<file path="src/rtl/pipeline_ctrl_pkg.sv">
// Shared types and widths for the pipeline sequencer.
package Pipeline_Ctrl_Pkg;

  localparam int unsigned REG_IDX_W = 5;
  localparam int unsigned CNT_W     = 32;

  // Next-PC select; encoding 3 is reserved and never driven.
  typedef enum logic [1:0] {
    PC_SEQ    = 2'd0,
    PC_BRANCH = 2'd1,
    PC_TRAP   = 2'd2
  } pc_src_e;

  // RUN: normal flow. REFILL: one extra cycle discarding the stale fetch return.
  typedef enum logic {
    RUN    = 1'b0,
    REFILL = 1'b1
  } ctrl_state_e;

endpackage

</file>
<file path="src/rtl/pipeline_ctrl_hazard_detect.sv">
// Load-use hazard compare between the load in EX and the sources read in ID.
module hazard_detect
  import Pipeline_Ctrl_Pkg::*;
(
  input  logic [REG_IDX_W-1:0] id_rs1,
  input  logic [REG_IDX_W-1:0] id_rs2,
  input  logic                 id_rs1_used,
  input  logic                 id_rs2_used,
  input  logic [REG_IDX_W-1:0] ex_rd,
  input  logic                 ex_is_load,
  output logic                 load_use
);

  logic rd_nonzero;
  logic rs1_hit;
  logic rs2_hit;

  // x0 is hardwired to zero, so it can never be the target of a real dependency.
  always_comb begin
    rd_nonzero = (ex_rd != REG_IDX_W'(0));
    rs1_hit    = id_rs1_used && (id_rs1 == ex_rd);
    rs2_hit    = id_rs2_used && (id_rs2 == ex_rd);
    load_use   = ex_is_load && rd_nonzero && (rs1_hit || rs2_hit);
  end

endmodule

</file>
<file path="src/rtl/pipeline_ctrl.sv">
// Central pipeline sequencer: stall/flush per stage, PC source select,
// refill tracking for delayed fetch returns and a bubble counter.
module pipeline_ctrl
  import Pipeline_Ctrl_Pkg::*;
#(
  parameter int unsigned FETCH_LATENCY = 1
) (
  input  logic                 clk,
  input  logic                 rst_sync_n,
  input  logic [REG_IDX_W-1:0] id_rs1,
  input  logic [REG_IDX_W-1:0] id_rs2,
  input  logic                 id_rs1_used,
  input  logic                 id_rs2_used,
  input  logic [REG_IDX_W-1:0] ex_rd,
  input  logic                 ex_is_load,
  input  logic                 redirect_ex,
  input  logic                 exception_raise,
  input  logic                 mem_wait,
  output logic                 pc_stall_n,
  output logic                 if_id_stall_n,
  output logic                 id_ex_stall_n,
  output logic                 ex_mem_stall_n,
  output logic                 if_id_flush,
  output logic                 id_ex_flush,
  output logic                 ex_mem_flush,
  output pc_src_e              pc_src,
  output logic [CNT_W-1:0]     bubble_cnt
);

  // With a one-tick fetch, the instruction from the old PC still returns once after a redirect.
  localparam ctrl_state_e REDIRECT_TGT = (FETCH_LATENCY == 1) ? REFILL : RUN;

  ctrl_state_e      state_q, state_d;
  logic [CNT_W-1:0] bubble_cnt_q, bubble_cnt_d;
  logic             load_use;
  logic             any_flush;

  hazard_detect u_hazard_detect (
    .id_rs1      (id_rs1),
    .id_rs2      (id_rs2),
    .id_rs1_used (id_rs1_used),
    .id_rs2_used (id_rs2_used),
    .ex_rd       (ex_rd),
    .ex_is_load  (ex_is_load),
    .load_use    (load_use)
  );

  // State and bubble counter registers with synchronous reset.
  always_ff @(posedge clk) begin
    if (!rst_sync_n) begin
      state_q      <= RUN;
      bubble_cnt_q <= '0;
    end else begin
      state_q      <= state_d;
      bubble_cnt_q <= bubble_cnt_d;
    end
  end

  // Prioritised next-state and stage control: reset, trap, mem wait, redirect, refill, load-use.
  always_comb begin
    state_d        = state_q;
    pc_stall_n     = 1'b1;
    if_id_stall_n  = 1'b1;
    id_ex_stall_n  = 1'b1;
    ex_mem_stall_n = 1'b1;
    if_id_flush    = 1'b0;
    id_ex_flush    = 1'b0;
    ex_mem_flush   = 1'b0;
    pc_src         = PC_SEQ;

    if (!rst_sync_n) begin
      if_id_flush  = 1'b1;
      id_ex_flush  = 1'b1;
      ex_mem_flush = 1'b1;
      state_d      = RUN;
    end else if (exception_raise) begin
      pc_src       = PC_TRAP;
      if_id_flush  = 1'b1;
      id_ex_flush  = 1'b1;
      ex_mem_flush = 1'b1;
      state_d      = REDIRECT_TGT;
    end else if (mem_wait) begin
      // Freeze everything; state is held so a pending refill resumes afterwards.
      pc_stall_n     = 1'b0;
      if_id_stall_n  = 1'b0;
      id_ex_stall_n  = 1'b0;
      ex_mem_stall_n = 1'b0;
    end else if (redirect_ex) begin
      pc_src      = PC_BRANCH;
      if_id_flush = 1'b1;
      id_ex_flush = 1'b1;
      state_d     = REDIRECT_TGT;
    end else if (state_q == REFILL) begin
      if_id_flush = 1'b1;
      state_d     = RUN;
    end else if (load_use) begin
      pc_stall_n    = 1'b0;
      if_id_stall_n = 1'b0;
      id_ex_flush   = 1'b1;
    end
  end

  // Count non-reset cycles in which any stage is flushed.
  always_comb begin
    any_flush    = if_id_flush || id_ex_flush || ex_mem_flush;
    bubble_cnt_d = bubble_cnt_q + CNT_W'(any_flush);
  end

  assign bubble_cnt = bubble_cnt_q;

endmodule

</file>
<file path="config.mk">
export PLATFORM = sky130hd
export DESIGN_NAME = pipeline_ctrl
export DESIGN_NICKNAME = d
export VERILOG_FILES = /design/src/rtl/pipeline_ctrl_pkg.sv /design/src/rtl/pipeline_ctrl_hazard_detect.sv /design/src/rtl/pipeline_ctrl.sv
export SDC_FILE = /design/constraint.sdc
export NUM_CORES = 1
export LEC_CHECK = 0
export BUFFER_PORTS_ARGS = -buffer_cell sky130_fd_sc_hd__buf_4
export CAP_MARGIN = 20
export CELL_PAD_IN_SITES_DETAIL_PLACEMENT = 0
export CELL_PAD_IN_SITES_GLOBAL_PLACEMENT = 1
export CORE_ASPECT_RATIO = 1.4
export CORE_UTILIZATION = 32
export DETAILED_ROUTE_END_ITERATION = 10
export GPL_TIMING_DRIVEN = 0
export HOLD_SLACK_MARGIN = 0.05
export PLACE_DENSITY_LB_ADDON = 0.25
export SLEW_MARGIN = 25
export SYNTH_ARGS = -nofsm -noshare
export SYNTH_HDL_FRONTEND = slang
export SYNTH_SLANG_ARGS = --single-unit
</file>
<file path="constraint.sdc">
create_clock -name clk -period 2.25 [get_ports clk]
set_clock_uncertainty 0.15 [all_clocks]
set_input_delay 0.1125 -clock clk [delete_from_list [all_inputs] [get_ports clk]]
set_output_delay 0.1125 -clock clk [all_outputs]
set_load 0.01 [all_outputs]
</file>
==> results.cfg, run 1 <==
[finish]
drive_above_1_share_pct = 41.3
diodes = 0
nNetsFinal = 324
area_growth_pct = 58.6
stdcell_count = 368

[clock_network]
cts_tree = yes
cts_buffers = 5
clock-root-buffer = clkbuf_8
clk_latency_ns = 0.29
htree_levels = 2
clock_sinks = 33
clockBufferDepth = 2
clkTransAtPathRegs_ns = 0.07

[critical_path]
cp.required_ns = 1.99
start_kind = primary input
reg2regPathDepth = 7
r2r_setup_slack_ns = -0.01
path_class = primary input to output port
worst_ep_arrival_time_ns = 2.01
rr_endpoint = bubble_cnt[23]$_SDFF_PN0_
path_max_fanout = 3
endpoint_kind = output port
cp-endpoint = id_ex_flush
crit_path_start = ex_rd[3]
worstReg2RegStart = bubble_cnt[10]$_SDFF_PN0_

[detailed_routing]
drc = 0
viasPerCell = 5.23
firstDrtPassIters = 4
wl_mm = 5.12
drtIter0Drc = 40
ant_nets = 0
vias = 1926
wl_per_cell_um = 13.9

[place]
place_inst = 343
place_hpwl_mm = 3.42
io_buffers = 63
finalWeightedCongestion = 0.731

[pwr]
power.total_mw = 1.19
powerDensity_mw_per_mm2 = 414
ir_drop_v = 0.000221
leakage_nw = 1.14

[die]
die_h_um = 91.1
die_w_um = 65.6
ios = 64
coreArea_mm2 = 0.00549
die_area_mm2 = 0.00598
num_rows = 32
initial_core_util_pct = 33.1

[worst_hold_path]
hold_path.class = primary input to flop
holdPathStages = 3

[job]
maxCapViolations = 0

[timing]
setup_ws_ns = -0.0220
hold_viol_final = 0
finalMaxSlewViolations = 0
slew_headroom_pct = 70.3
finalSetupTns_ns = -0.0430
period_needed_ns = 2.27
setup_violations = 3
worstMarginPinSlew_ns = 0.445
max_freq_ghz = 0.440
finalCritPeriodShare_pct = 101
rsz0062_at_grt = yes

[synthesis]
ys_warn_count = 0
syn_area_mm2 = 0.00181
yosys.area.top_type = dfxtp_1
ys_seq_elements = 33
yosysSeqAreaShare_pct = 36.4
avgSynthCellArea_um2 = 8.56
synth_nets = 237
yosys.cell_types.count = 37
synth_area_leaders = dfxtp_1, xor2_1, o31ai_1, or4_1, a21oi_1
yosysTopAreaCellShare_pct = 36.4
synthCells = 212

[global_route]
grt_pass1_wl_mm = 8.34
track_usage_pct = 17.9
grt-ovfl-total = 0
antenna_found_initial = 0
grt_pass1_vias = 1829
grt_start_max_net_pins = 11

[outcome]
status = complete, but fails checks
violations = negative setup slack
cell type report:
class                   instances  area, um2
fillers                       544       2610
flip-flops and latches         33        664
clock inverters                 2       10.0
clock buffers                   6       72.6
well taps                      68       85.1
repair buffers                 81        669
plain buffers                  11        111
inverters                       7       26.3
multi-input cells             160       1240
worst max-delay path: stages:
cell and delay, ns:
buf_8 0.10, xor2_2 0.16, nor4_2 0.31, a32oi_1 0.18
buf_4 0.16, buf_4 0.12, buf_4 0.12, buf_4 0.12
buf_4 0.12, o41ai_1 0.32, buf_4 0.18
power by group:
part / total (mW) / switching [mW] / internal, mW
clock: 0.439 / 0.225 / 0.214
combinational: 0.153 / 0.0670 / 0.0862
sequential: 0.600 / 0.00798 / 0.592
total: 1.19 / 0.300 / 0.892
what timing repair did:
action | CTS | global route
buffers inserted | 10 | 2
endpoints found under the hold margin | 4 | 0
setup endpoints to repair | 23 | 25
gates resized for setup | 21 | 21
cloned | 2 | 0
hold buffers | 4 | 0
pin swaps | 6 | 16
metal layers:
layer  wire [um]  vias up  part of all wire (%)  track usage [%]
met4         153        0                   3.0             7.97
met5           0        -                     0                0
met2        2560       68                    50             30.2
li1            -      946                     -                -
met1        2060      899                    40             20.5
met3         343       13                   6.7             4.90
cells in the mapped netlist, drive strengths merged:
master  count
nand2b      6
nand3      10
and4        2
o31ai      13
nand4       7
o41ai       2
dfxtp      33
o21a        1
xor2       13
inv         6
nand2      20
or3         3
mux2i       4
o21ai       3
nor2       12
clkinv      1
ha          2
nor4        8
clkbuf      5
and3        4
a32oi       1
buf         7
or4        14
and2        5
xnor2       8
nor2b       2
o311ai      1
a21oi      17
nor3        2
cell usage in the layout (no fill, tap or decap), types with 4 or more instances in the layout:
cell and count:
nor2_1 12, xor2_1 12, nand2b_1 6, o31ai_1 7, or4_4 4, or4_1 10
nand3_1 8, a21oi_1 14, dlygate4sd3_1 4, inv_1 6, buf_6 6, mux2i_1 4
nand4_1 6, buf_4 71, nor4_4 4, xnor2_1 8, clkbuf_8 6, dfxtp_1 30
buf_8 4, nand2_1 20, o31ai_2 4, clkbuf_1 4
worst min path at each step:
stage                                      endpoint  slack [ns]            start
after global placement         state_q$_SDFFE_PN0P_        0.26  exception_raise
after CTS                 bubble_cnt[27]$_SDFF_PN0_        0.06       rst_sync_n
after floorplan           bubble_cnt[25]$_SDFF_PN0_        0.12       rst_sync_n
after detailed placement       state_q$_SDFFE_PN0P_        0.27  exception_raise
final                     bubble_cnt[26]$_SDFF_PN0_        0.06       rst_sync_n
after global routing      bubble_cnt[26]$_SDFF_PN0_        0.08       rst_sync_n
through the flow:
step	hold slack, ns	area (um2)	util, %	setup slack [ns]
floorplan	0.118	1850	-	-0.0465
CTS	0.0635	2770	50.5	-0.0443
finish	0.0572	2880	52.4	-0.0220
detailed placement	0.268	2410	43.9	-0.585
global placement	0.262	2410	43.9	-0.549
global route	0.0780	2880	52.4	-0.131
flip-flops by register name, indices dropped and copies added (netlist names):
name        count
bubble_cnt     32
state_q         1
cells by family (layout without fill, tap and decap cells):
| family | count (synthesis) | in the layout | share of synthesized area [%] |
|---|---|---|---|
| fa+ha+maj | 2 | 2 | 1.38 |
| buf+inv | 19 | 107 | 7.17 |
| xor+xnor | 21 | 21 | 10.1 |
| compound gates | 38 | 38 | 13.2 |
| flops | 33 | 33 | 36.4 |
| simple gates | 95 | 95 | 29.4 |
| mux | 4 | 4 | 2.21 |
Power figures use the tool's default switching activity.
==> inputs of run 2 (changes only) <==
- CTS_BUF_LIST: unset -> sky130_fd_sc_hd__clkbuf_16
==> run 2 against run 1 <==
The run still ends with negative setup slack left. Hold slack better by 0.024 ns. Core utilization up 1.2 points. Non-clock buffer count up 1. Via count down 1.7%. Combinational power about the same. Highest routed layer unchanged.
==> results.cfg, run 2 (synthesis results as in run 1) <==
[die]
ios = 64
num_rows = 32
die_w_um = 65.6
die_area_mm2 = 0.00598
die_h_um = 91.1
initial_core_util_pct = 33.1
coreArea_mm2 = 0.00549

[place]
io_buffers = 63
place_ws_ns = -0.585
finalWeightedCongestion = 0.731
place_hpwl_mm = 3.42

[timing]
rsz0062_at_grt = yes
finalMaxSlewViolations = 0
period_needed_ns = 2.26
finalSetupTns_ns = -0.0150
slew_headroom_pct = 68.8
max_freq_ghz = 0.443
hold_viol_final = 0
finalCritPeriodShare_pct = 100
worstMarginPinSlew_ns = 0.468
setup_violations = 3
setup_ws_ns = -0.00756

[detailed_routing]
ant_nets = 0
wl_met3_um = 295
wl_mm = 5.07
wl_met2_mm = 2.59
wl_met1_mm = 2.10
drc = 0
firstDrtPassIters = 4
wl_per_cell_um = 13.7
vias = 1894
viasPerCell = 5.13
top_layer = met4
drtIter0Drc = 52

[pwr]
leakage_nw = 1.18
ir_drop_v = 0.000270
swShare_pct = 22.6
switching_power_uw = 315
p_seq_share_pct = 43.1
internal_power_mw = 1.08
power_frac_comb_pct = 11.0
clkPwrFrac_pct = 45.9
powerDensity_mw_per_mm2 = 474

[clock_network]
htree_levels = 2
clk_latency_ns = 0.28
clock-root-buffer = clkbuf_16
clkTransAtPathRegs_ns = 0.05
clockBufferDepth = 2
cts_buffers = 5
clock_sinks = 33
cts_tree = yes

[critical_path]
crit_chain = buf_6 -> xor2_2 -> nor4_2 -> a32oi_1 -> buf_4 -> buf_4 -> buf_4 -> buf_4 -> buf_4 -> o41ai_1 -> buf_4
reg2regPathDepth = 7
crit_slowest_cell = o41ai_1
r2r_setup_slack_ns = 0
max_stage_delay_ns = 0.32
cp.required_ns = 1.99
start_kind = primary input
cp_top_family = buffers and inverters
path_max_fanout = 2
crit_buf_inv = 7
endpoint_kind = output port
worstReg2RegStart = bubble_cnt[13]$_SDFF_PN0_
rr_endpoint = bubble_cnt[23]$_SDFF_PN0_
path_class = primary input to output port
worst_ep_arrival_time_ns = 2.00
cpMostUsedCell = buf_4

[finish]
utilization_pct = 53.6
layout_common_cells = buf_4, dfxtp_1, nand2_1
diodes = 0
n_fill_cell = 532
area_growth_pct = 62.1
layout.area.seq_um2 = 664
drive_above_1_share_pct = 41.2
multi_input_area_mm2 = 0.00123
layout_commonest_cell = buf_4
largest_reg_flops = 32
nNetsFinal = 325

[worst_hold_path]
hp-start = rst_sync_n
holdPathStages = 3
holdPathEnd = bubble_cnt[21]$_SDFF_PN0_
hold_path.class = primary input to flop

[global_route]
grt_start_max_net_pins = 11
grt_pass1_wl_mm = 8.25
antenna_found_initial = 0
grt-ovfl-total = 0
track_usage_pct = 17.7
grt_pass1_vias = 1824

[outcome]
status = complete, but fails checks
violations = negative setup slack

[job]
maxCapViolations = 0
==> run 2: cell types whose count changed in the layout (fill, tap and decap cells not counted), sizes merged <==
cell    previous run  this run
buf               83        84
clkbuf            11        10
inv                6         7
==> run 2: cell type report <==
type                            instances  share of cell area [%]
Clock inverter                          3                   0.468
Timing Repair Buffer                   82                    23.4
Buffer                                 11                    3.79
Multi-Input combinational cell        160                    41.7
Inverter                                7                   0.894
Sequential cell                        33                    22.6
Tap cell                               68                    2.89
Clock buffer                            5                    4.26
==> run 2: power by group through the flow <==
stage	Sequential (mW)	Clock [mW]	Combinational (mW)
6_report	0.601	0.640	0.154
3_5_place_dp	0.612	0	0.131
4_1_cts	0.600	0.668	0.152
2_1_floorplan	0.614	0	0.0583
3_3_place_gp	0.612	0	0.131
5_1_grt	0.602	0.693	0.172
==> run 2: tightest hold or removal path, stage by stage <==
cell and delay (ns):
buf_4 0.13, clkinv_1 0.16, a21oi_1 0.06
==> run 2: worst max path at each step <==
| stage | from | endpoint | slack, ns | cells past startpoint |
|---|---|---|---|---|
| finish | id_rs2[2] | id_ex_flush | -0.008 | 11 |
| detailed placement | ex_rd[2] | bubble_cnt[28]$_SDFF_PN0_ | -0.59 | 11 |
| floorplan | ex_rd[2] | bubble_cnt[28]$_SDFF_PN0_ | -0.05 | 10 |
| CTS | ex_rd[3] | bubble_cnt[13]$_SDFF_PN0_ | -0.06 | 11 |
| global placement | ex_rd[2] | bubble_cnt[28]$_SDFF_PN0_ | -0.55 | 11 |
| global route | id_rs2[2] | bubble_cnt[13]$_SDFF_PN0_ | -0.13 | 11 |
==> run 2: stage by stage <==
stage	total power [mW]	hold WS, ns	cells	cell area [um2]
finish	1.39	0.0807	369	2940
global route	1.47	0.122	369	2940
CTS	1.42	0.0837	368	2850
detailed placement	0.743	0.268	343	2410
global placement	0.742	0.262	343	2410
floorplan	0.672	0.118	212	1850
==> run 2: per-layer routing <==
layer | GRT usage, % | up-vias
met5 | 0 | -
met4 | 6.52 | 0
met3 | 4.77 | 7
met2 | 30.4 | 54
met1 | 20.3 | 888
li1 | - | 945
==> run 2: timing repair <==
| item | 4_1_cts | 5_1_grt |
|---|---|---|
| buffers inserted | 11 | 2 |
| cloned | 2 | 0 |
| hold endpoints to repair | 4 | 0 |
| resized for setup | 24 | 19 |
| pin swaps | 10 | 16 |
| hold buffers | 4 | 0 |
| setup endpoints to repair | 23 | 27 |
